--- src/rtl/rv32i_pkg.sv ---
// Shared RV32I decode definitions: immediate-type codes, major opcodes,
// decode-stage FSM states and the decoded entry carried toward execute.
package rv32i_pkg;

   localparam logic [2:0] IMM_I    = 3'b000;
   localparam logic [2:0] IMM_S    = 3'b001;
   localparam logic [2:0] IMM_B    = 3'b010;
   localparam logic [2:0] IMM_U    = 3'b011;
   localparam logic [2:0] IMM_J    = 3'b100;
   localparam logic [2:0] IMM_NONE = 3'b111;

   localparam logic [6:0] OPC_LOAD     = 7'b0000011;
   localparam logic [6:0] OPC_MISC_MEM = 7'b0001111;
   localparam logic [6:0] OPC_OP_IMM   = 7'b0010011;
   localparam logic [6:0] OPC_AUIPC    = 7'b0010111;
   localparam logic [6:0] OPC_STORE    = 7'b0100011;
   localparam logic [6:0] OPC_OP       = 7'b0110011;
   localparam logic [6:0] OPC_LUI      = 7'b0110111;
   localparam logic [6:0] OPC_BRANCH   = 7'b1100011;
   localparam logic [6:0] OPC_JALR     = 7'b1100111;
   localparam logic [6:0] OPC_JAL      = 7'b1101111;
   localparam logic [6:0] OPC_SYSTEM   = 7'b1110011;

   typedef enum logic [1:0] {
      EMPTY = 2'd0,
      ONE   = 2'd1,
      TWO   = 2'd2
   } dec_state_e;

   typedef struct packed {
      logic [31:0] pc;
      logic [31:0] imm;
      logic [2:0]  imm_sel;
      logic [4:0]  rs1;
      logic [4:0]  rs2;
      logic [4:0]  rd;
      logic [6:0]  opcode;
      logic        illegal;
   } dec_entry_t;

endpackage

--- src/rtl/imm_gen.sv ---
// RV32I immediate generator: sign-extends the immediate selected by imm_sel.
// Opcode bits are not needed here, so only instr[31:7] is taken.
module imm_gen
   import rv32i_pkg::*;
(
   input  logic [31:7] instr,
   input  logic [2:0]  imm_sel,
   output logic [31:0] imm
);

   // Immediate assembly per instruction format; unknown selects give zero.
   always_comb begin
      imm = 32'h0000_0000;
      case (imm_sel)
         IMM_I:   imm = {{20{instr[31]}}, instr[31:20]};
         IMM_S:   imm = {{20{instr[31]}}, instr[31:25], instr[11:7]};
         IMM_B:   imm = {{19{instr[31]}}, instr[31], instr[7], instr[30:25], instr[11:8], 1'b0};
         IMM_U:   imm = {instr[31:12], 12'h000};
         IMM_J:   imm = {{11{instr[31]}}, instr[31], instr[19:12], instr[20], instr[30:21], 1'b0};
         default: imm = 32'h0000_0000;
      endcase
   end

endmodule

--- src/rtl/id_decode_stage.sv ---
// RV32I decode stage: classifies the fetched opcode, drives imm_gen and holds
// decoded entries in a main + skid register pair toward execute.
module id_decode_stage
   import rv32i_pkg::*;
#(
   parameter int unsigned XLEN     = 32,
   parameter logic [31:0] RESET_PC = 32'h0000_0000
) (
   input  logic            clk,
   input  logic            rst,
   input  logic            flush,
   input  logic            in_valid,
   output logic            in_ready,
   input  logic [XLEN-1:0] in_pc,
   input  logic [31:0]     in_instr,
   output logic            out_valid,
   input  logic            out_ready,
   output logic [XLEN-1:0] out_pc,
   output logic [31:0]     out_imm,
   output logic [2:0]      out_imm_sel,
   output logic [4:0]      out_rs1,
   output logic [4:0]      out_rs2,
   output logic [4:0]      out_rd,
   output logic [6:0]      out_opcode,
   output logic            out_illegal
);

   localparam dec_entry_t RESET_ENTRY = '{
      pc: RESET_PC, imm: 32'h0000_0000, imm_sel: 3'b000, rs1: 5'd0,
      rs2: 5'd0, rd: 5'd0, opcode: 7'd0, illegal: 1'b0
   };

   dec_state_e state_r, state_nx_s;
   dec_entry_t main_r, main_nx_s;
   dec_entry_t skid_r, skid_nx_s;
   dec_entry_t dec_s;
   logic [2:0]  imm_sel_s;
   logic        illegal_s;
   logic [31:0] imm_s;
   logic        in_fire_s;
   logic        out_fire_s;

   // Opcode classification; every supported opcode ends in 2'b11, so any
   // other low-bit pattern falls into the illegal default.
   always_comb begin
      imm_sel_s = IMM_NONE;
      illegal_s = 1'b0;
      case (in_instr[6:0])
         OPC_LOAD, OPC_OP_IMM, OPC_JALR, OPC_SYSTEM, OPC_MISC_MEM: imm_sel_s = IMM_I;
         OPC_STORE:             imm_sel_s = IMM_S;
         OPC_BRANCH:            imm_sel_s = IMM_B;
         OPC_LUI, OPC_AUIPC:    imm_sel_s = IMM_U;
         OPC_JAL:               imm_sel_s = IMM_J;
         OPC_OP:                imm_sel_s = IMM_NONE;
         default: begin
            imm_sel_s = IMM_NONE;
            illegal_s = 1'b1;
         end
      endcase
   end

   imm_gen u_imm_gen (
      .instr   (in_instr[31:7]),
      .imm_sel (imm_sel_s),
      .imm     (imm_s)
   );

   assign dec_s = '{
      pc: in_pc, imm: imm_s, imm_sel: imm_sel_s, rs1: in_instr[19:15],
      rs2: in_instr[24:20], rd: in_instr[11:7], opcode: in_instr[6:0],
      illegal: illegal_s
   };

   // Handshake depends only on the registered state, never on out_ready.
   assign in_ready   = (state_r != TWO);
   assign out_valid  = (state_r != EMPTY);
   assign in_fire_s  = in_valid & in_ready;
   assign out_fire_s = out_valid & out_ready;

   // Next-state and entry movement; flush overrides every transition.
   always_comb begin
      state_nx_s = state_r;
      main_nx_s  = main_r;
      skid_nx_s  = skid_r;
      if (flush) begin
         state_nx_s = EMPTY;
      end else begin
         case (state_r)
            EMPTY: begin
               if (in_fire_s) begin
                  state_nx_s = ONE;
                  main_nx_s  = dec_s;
               end else begin
                  state_nx_s = EMPTY;
               end
            end
            ONE: begin
               if (in_fire_s && out_fire_s) begin
                  main_nx_s = dec_s;
               end else if (in_fire_s) begin
                  state_nx_s = TWO;
                  skid_nx_s  = dec_s;
               end else if (out_fire_s) begin
                  state_nx_s = EMPTY;
               end else begin
                  state_nx_s = ONE;
               end
            end
            TWO: begin
               if (out_fire_s) begin
                  state_nx_s = ONE;
                  main_nx_s  = skid_r;
               end else begin
                  state_nx_s = TWO;
               end
            end
            default: state_nx_s = EMPTY;
         endcase
      end
   end

   // State and entry registers.
   always_ff @(posedge clk or posedge rst) begin
      if (rst) begin
         state_r <= EMPTY;
         main_r  <= RESET_ENTRY;
         skid_r  <= RESET_ENTRY;
      end else begin
         state_r <= state_nx_s;
         main_r  <= main_nx_s;
         skid_r  <= skid_nx_s;
      end
   end

   assign out_pc      = main_r.pc;
   assign out_imm     = main_r.imm;
   assign out_imm_sel = main_r.imm_sel;
   assign out_rs1     = main_r.rs1;
   assign out_rs2     = main_r.rs2;
   assign out_rd      = main_r.rd;
   assign out_opcode  = main_r.opcode;
   assign out_illegal = main_r.illegal;

endmodule

--- config.mk ---
export PLATFORM = sky130hd
export DESIGN_NAME = id_decode_stage
export DESIGN_NICKNAME = d
export VERILOG_FILES = /design/src/rtl/rv32i_pkg.sv /design/src/rtl/imm_gen.sv /design/src/rtl/id_decode_stage.sv
export SDC_FILE = /design/constraint.sdc
export NUM_CORES = 1
export LEC_CHECK = 0
export CAP_MARGIN = 10
export CORE_MARGIN = 1.5
export CORE_UTILIZATION = 30
export DETAILED_ROUTE_END_ITERATION = 6
export DONT_BUFFER_PORTS = 1
export GPL_TIMING_DRIVEN = 0
export MAX_ROUTING_LAYER = met4
export PLACE_DENSITY_LB_ADDON = 0.25
export SYNTH_ARGS = -nofsm -noshare
export SYNTH_HDL_FRONTEND = slang
export SYNTH_SLANG_ARGS = --single-unit
--- constraint.sdc ---
create_clock -name clk -period 5.64 [get_ports clk]
set_input_delay 0.564 -clock clk [delete_from_list [all_inputs] [get_ports clk]]
set_output_delay 0.564 -clock clk [all_outputs]
set_load 0.05 [all_outputs]
# == Word level (Yosys, flattened, before mapping) ==
# Index checks and enable logic that the tools add are counted.
# Widths: inputs -> output; s select.
# classes
n_eq_ne,22
muxes,14
n_bitwise,4
reduce_logical,10
# ops
cell,n
$mux 90,3
$pmux 90 s3,1
$pmux 32 s5,1
$eq 7x7->1 const B,4
$eq 7x6->1 const B,3
$pmux 3 s5,1
$eq 7x5->1 const B,2
$reduce_or 11->1,1
$mux 2,4
$ne 2x2->1 const B,4
$eq 7x2->1 const B,1
$eq 7x4->1 const B,1
$eq 3x2->1 const B,2
$pmux 2 s3,1
$reduce_and 5->1,1
$reduce_or 5->1,1
$reduce_and 4->1,1
$eq 3x1->1 const B,1
$eq 3x3->1 const B,1
$logic_not 3->1,1
$mux 1,3
$ne 3x3->1 const B,1
$reduce_bool 3->1,1
$and 1x1->1,2
7 further kinds,8
# totals
register_bits,182
inputBits,69
output_inout_bits,92
wordCells,67

# == Depth between registers and ports, before layout ==
# logic_depth
word_depth,7
depth_mapped,8
depth_no_buf,5

# == By module ==
# A second synthesis with hierarchy kept.
# unflattened
cells_unflattened,913
hier_area_um2,8390.5
# modules_own_cells
module,instances,cells_per_inst,area_per_inst_um2,seq_area_each_um2
id_decode_stage,1,819,7850.0,4554.4
imm_gen,1,94,540.5,0.0

# == Worst setup path before layout ==
# No wires, ideal clock.
# synth_path
path_type,register to output
start,reg state_r[1]
end,out in_ready
arrival_ns,1.389
required_ns,5.076
path_slack_ns,3.687
path_stages_with_launch,5
path_buffers,2
path_cell_list,dfrtp_1 nor2b_1 buf_2 clkinv_1 clkbuf_1
# synth_between
elab_chain_cells,1
# synth_lines
element,line,text
"start, declared",id_decode_stage.sv:33,"dec_state_e state_r, state_nx_s;"
"start signal, assigned",id_decode_stage.sv:129,state_r <= state_nx_s;
$ne 2x2->1,id_decode_stage.sv:75,assign in_ready = (state_r != TWO);
"end, declared",id_decode_stage.sv:13,"output logic in_ready,"
# Every way passes these cells.

# == Worst setup path in the final report ==
# Ends and elaborated chain as after synthesis.

==> qor.csv <==
stage;metric;value;unit
clocking;cts-htree-levels;4;
detailed_routing;first_pass_iters;6;
clocking;insertion_delay;440;ps
detailed_routing;drtIter0Drc;408;
placed_design;place.port_buffers;0;
power_and_ir_drop;power_density;427.0;nW/um2
clocking;postCtsSetupRepairBufs;0;
detailed_routing;viasPerCell;5.002;
floorplan;design.portCount;161;
synthesis;syn-cell-area;7950;um2
finish;final_nets;981;
clocking;cts.path.max_buffers;2;
finish;antenna_cells;0;
sta;rsz0062_at_grt;false;
grt;grt_max_degree;110;
synthesis;synthArstFlopShare;100.0;%
synthesis;yosysUniqueCellTypes;49;
critical_path;start_kind;register;
critical_path;path_buf_inv;3;
critical_path;crit_path_end_kind;primary output;
grt;grt_usage;18.40;%
clocking;cts_buffers;17;
synthesis;synth-edff-count;0;
sta;slew_headroom;24.88;%
finish;layout-drive-gt1-share;8.973;%
sta;fmax;354.7;MHz
critical_path;path_max_fanout;10;
sta;hold_violations;0;
detailed_routing;drt_wl_total;24.40;mm
clocking;root_buffer;clkbuf_16;
sta;fin_ws;2820;ps
clocking;clk_pin_slew;70;ps
status;status;finished clean;
critical_path;required;5080;ps
floorplan;die_height;165.8;um
detailed_routing;num_vias;6303;
grt;antenna_found_initial;0;
critical_path;worstSetupPathType;register to primary output;
placed_design;dpl.hpwl;17.13;mm
critical_path;critPathTopFamily;buffers and inverters;
detailed_routing;detail-route-antenna-nets;0;
synthesis;ys_ff_latch;182;
grt;grt_first_pass_wirelength;37.98;mm
synthesis;syn_inst;892;
floorplan;die_w;165.8;um
worst_hold_path;hold_class;input port to asynchronous set/reset pin;
critical_path;r2r_setup_slack;3390;ps
finish;postLayoutCellArea;9022;um2
power_and_ir_drop;ir_drop;0.1820;mV
synthesis;syn_area_per_cell;8.913;um2
synthesis;yosys_warnings;0;
finish;fill_cells;2688;
floorplan;die_area;27490;um2
clocking;cts.repair.resized;0;
sta;max_slew.worst_pin.slew;1127;ps
sta;finalCritPeriodShare;49.99;%
critical_path;crit_chain;nor2b_1 > buf_2 > clkinv_1 > clkbuf_1;
critical_path;slowest_delay;860;ps
clocking;cts_tree;yes;
grt;overflow;0;
grt;grt_pass1_vias;6271;
synthesis;synth_ff_type;dfrtp_1;
detailed_routing;wl_per_cell;19.36;um
critical_path;cp_slowest_cell;clkbuf_1;
finish;register_area;4554;um2
placed_design;placed_area;8404;um2
power_and_ir_drop;finalPower;0.003853;W
placed_design;dp.cells;1228;
clocking;cts.sinks;182;
sta;maxSlewViolCount;0;
job;maxCapViolations;0;
finish;areaGrowthSynthToFinish;13.49;%
detailed_routing;drc_errors;0;
floorplan;start_util;30.51;%
placed_design;routabilityCongestion;0.8651;
synthesis;syn_nets;961;
sta;skew;10.50;ps
clocking;hold_buffers;0;
sta;fin_crit;2820;ps
placed_design;preCtsSetupSlack;3235;ps
floorplan;row_count;59;
finish;multi_input_area;3093;um2
power_and_ir_drop;p_leak;3.973;nW
floorplan;fp.coreArea;26060;um2
finish;fin_cells;1260;
sta;finalSetupViolations;0;
critical_path;critical_path_arrival;2260;ps
synthesis;ys_seq_area_share;57.29;%
## state kept, by name (all words and copies together) (netlist names)
| register | cells |
|---|---|
| state_r | 2 |
| out_pc | 32 |
| out_imm_sel | 3 |
| out_rs1 | 5 |
| out_illegal | 1 |
| out_imm | 32 |
| out_opcode | 7 |
| out_rd | 5 |
| skid_r | 90 |
| out_rs2 | 5 |
## kinds of logic after synthesis
kind of cell / after synthesis / synth area share, %
AND/OR/NAND/NOR: 473 / 24.24
flip-flops: 182 / 57.29
AO/OA/AOI/OAI: 169 / 14.29
buffers and inverters: 65 / 3.809
multiplexers: 3 / 0.3777
## layer usage
layer	track usage [%]	wire length, um	up-vias
li1	-	-	3031
met1	23.70	10830	3067
met2	27.90	11390	177
met3	5.910	1800	28
met4	4.857	374	0
met5	-	0	-
## worst paths after layout
check / from / end / cells past startpoint
setup reg to reg: state_r[1]$_DFFE_PP0P_ / out_imm[0]$_DFFE_PP0P_ / 5
max in group asynchronous: rst / out_imm[29]$_DFFE_PP0P_ / 2
min in group clk: flush / state_r[0]$_DFFE_PP0P_ / 1
hold / removal: rst / out_pc[18]$_DFFE_PP0P_ / 1
setup / recovery: state_r[1]$_DFFE_PP0P_ / in_ready / 4
hold reg to reg: skid_r[58]$_DFFE_PP0P_ / skid_r[58]$_DFFE_PP0P_ / 2
## area by class of cell
class	count	share of cell area, %
Clock buffer	17	4.715
Tap cell	335	4.646
Inverter	4	0.2496
Multi-Input combinational cell	645	34.28
Clock inverter	15	2.136
Timing Repair Buffer	1	0.3051
Buffer	61	3.190
Sequential cell	182	50.48
## synthesized netlist by cell type (all sizes together), types with 3 or more instances
library cell | count | area share (%)
nor2b | 4 | 0.31
nand3 | 4 | 0.25
nand2 | 304 | 14
buf | 39 | 2.6
nand2b | 5 | 0.39
a31oi | 68 | 5.4
clkbuf | 22 | 1.0
mux2i | 3 | 0.38
o21ai | 17 | 1.4
o22ai | 4 | 0.31
and3 | 3 | 0.24
nor3 | 25 | 1.8
o211ai | 4 | 0.38
a21oi | 30 | 2.1
dfrtp | 182 | 57
nor2 | 112 | 5.3
a211oi | 20 | 1.9
a32oi | 6 | 0.66
a22oi | 5 | 0.65
a22o | 6 | 0.66
inv | 3 | 0.14
## worst register-to-register path: cells and delay by family, from the launching register on
kind | cells | cell delay [ps]
buffers and inverters | 3 | 1240
flip-flops | 1 | 430
AO/OA/AOI/OAI | 1 | 250
AND/OR/NAND/NOR | 1 | 150
## cells in the final DEF (no fill, tap or decap), types with 17 or more instances in the layout
master	instances
nor3_1	22
nand2_1	304
a21oi_1	28
clkbuf_1	22
a211oi_1	20
buf_2	32
clkbuf_16	17
a31oi_1	68
nor2_1	111
dfrtp_1	182
## power by group
group	switching (W)	total [W]	internal [W]
registers	0.000599	0.00216	0.00156
logic	0.000249	0.000420	0.000170
clock network	0.000560	0.00127	0.000710
total	0.00141	0.00385	0.00244
## stage by stage
step           utilization [%]  setup TNS (ps)  hold slack, ps
6_report                 34.62               0           34.17
5_1_grt                  34.62               0           69.66
4_1_cts                  34.62               0           54.54
3_5_place_dp             32.25               0           461.6
3_3_place_gp             32.12         -428910           456.7
2_1_floorplan                -               0           445.5
Power figures use the tool's default switching activity.
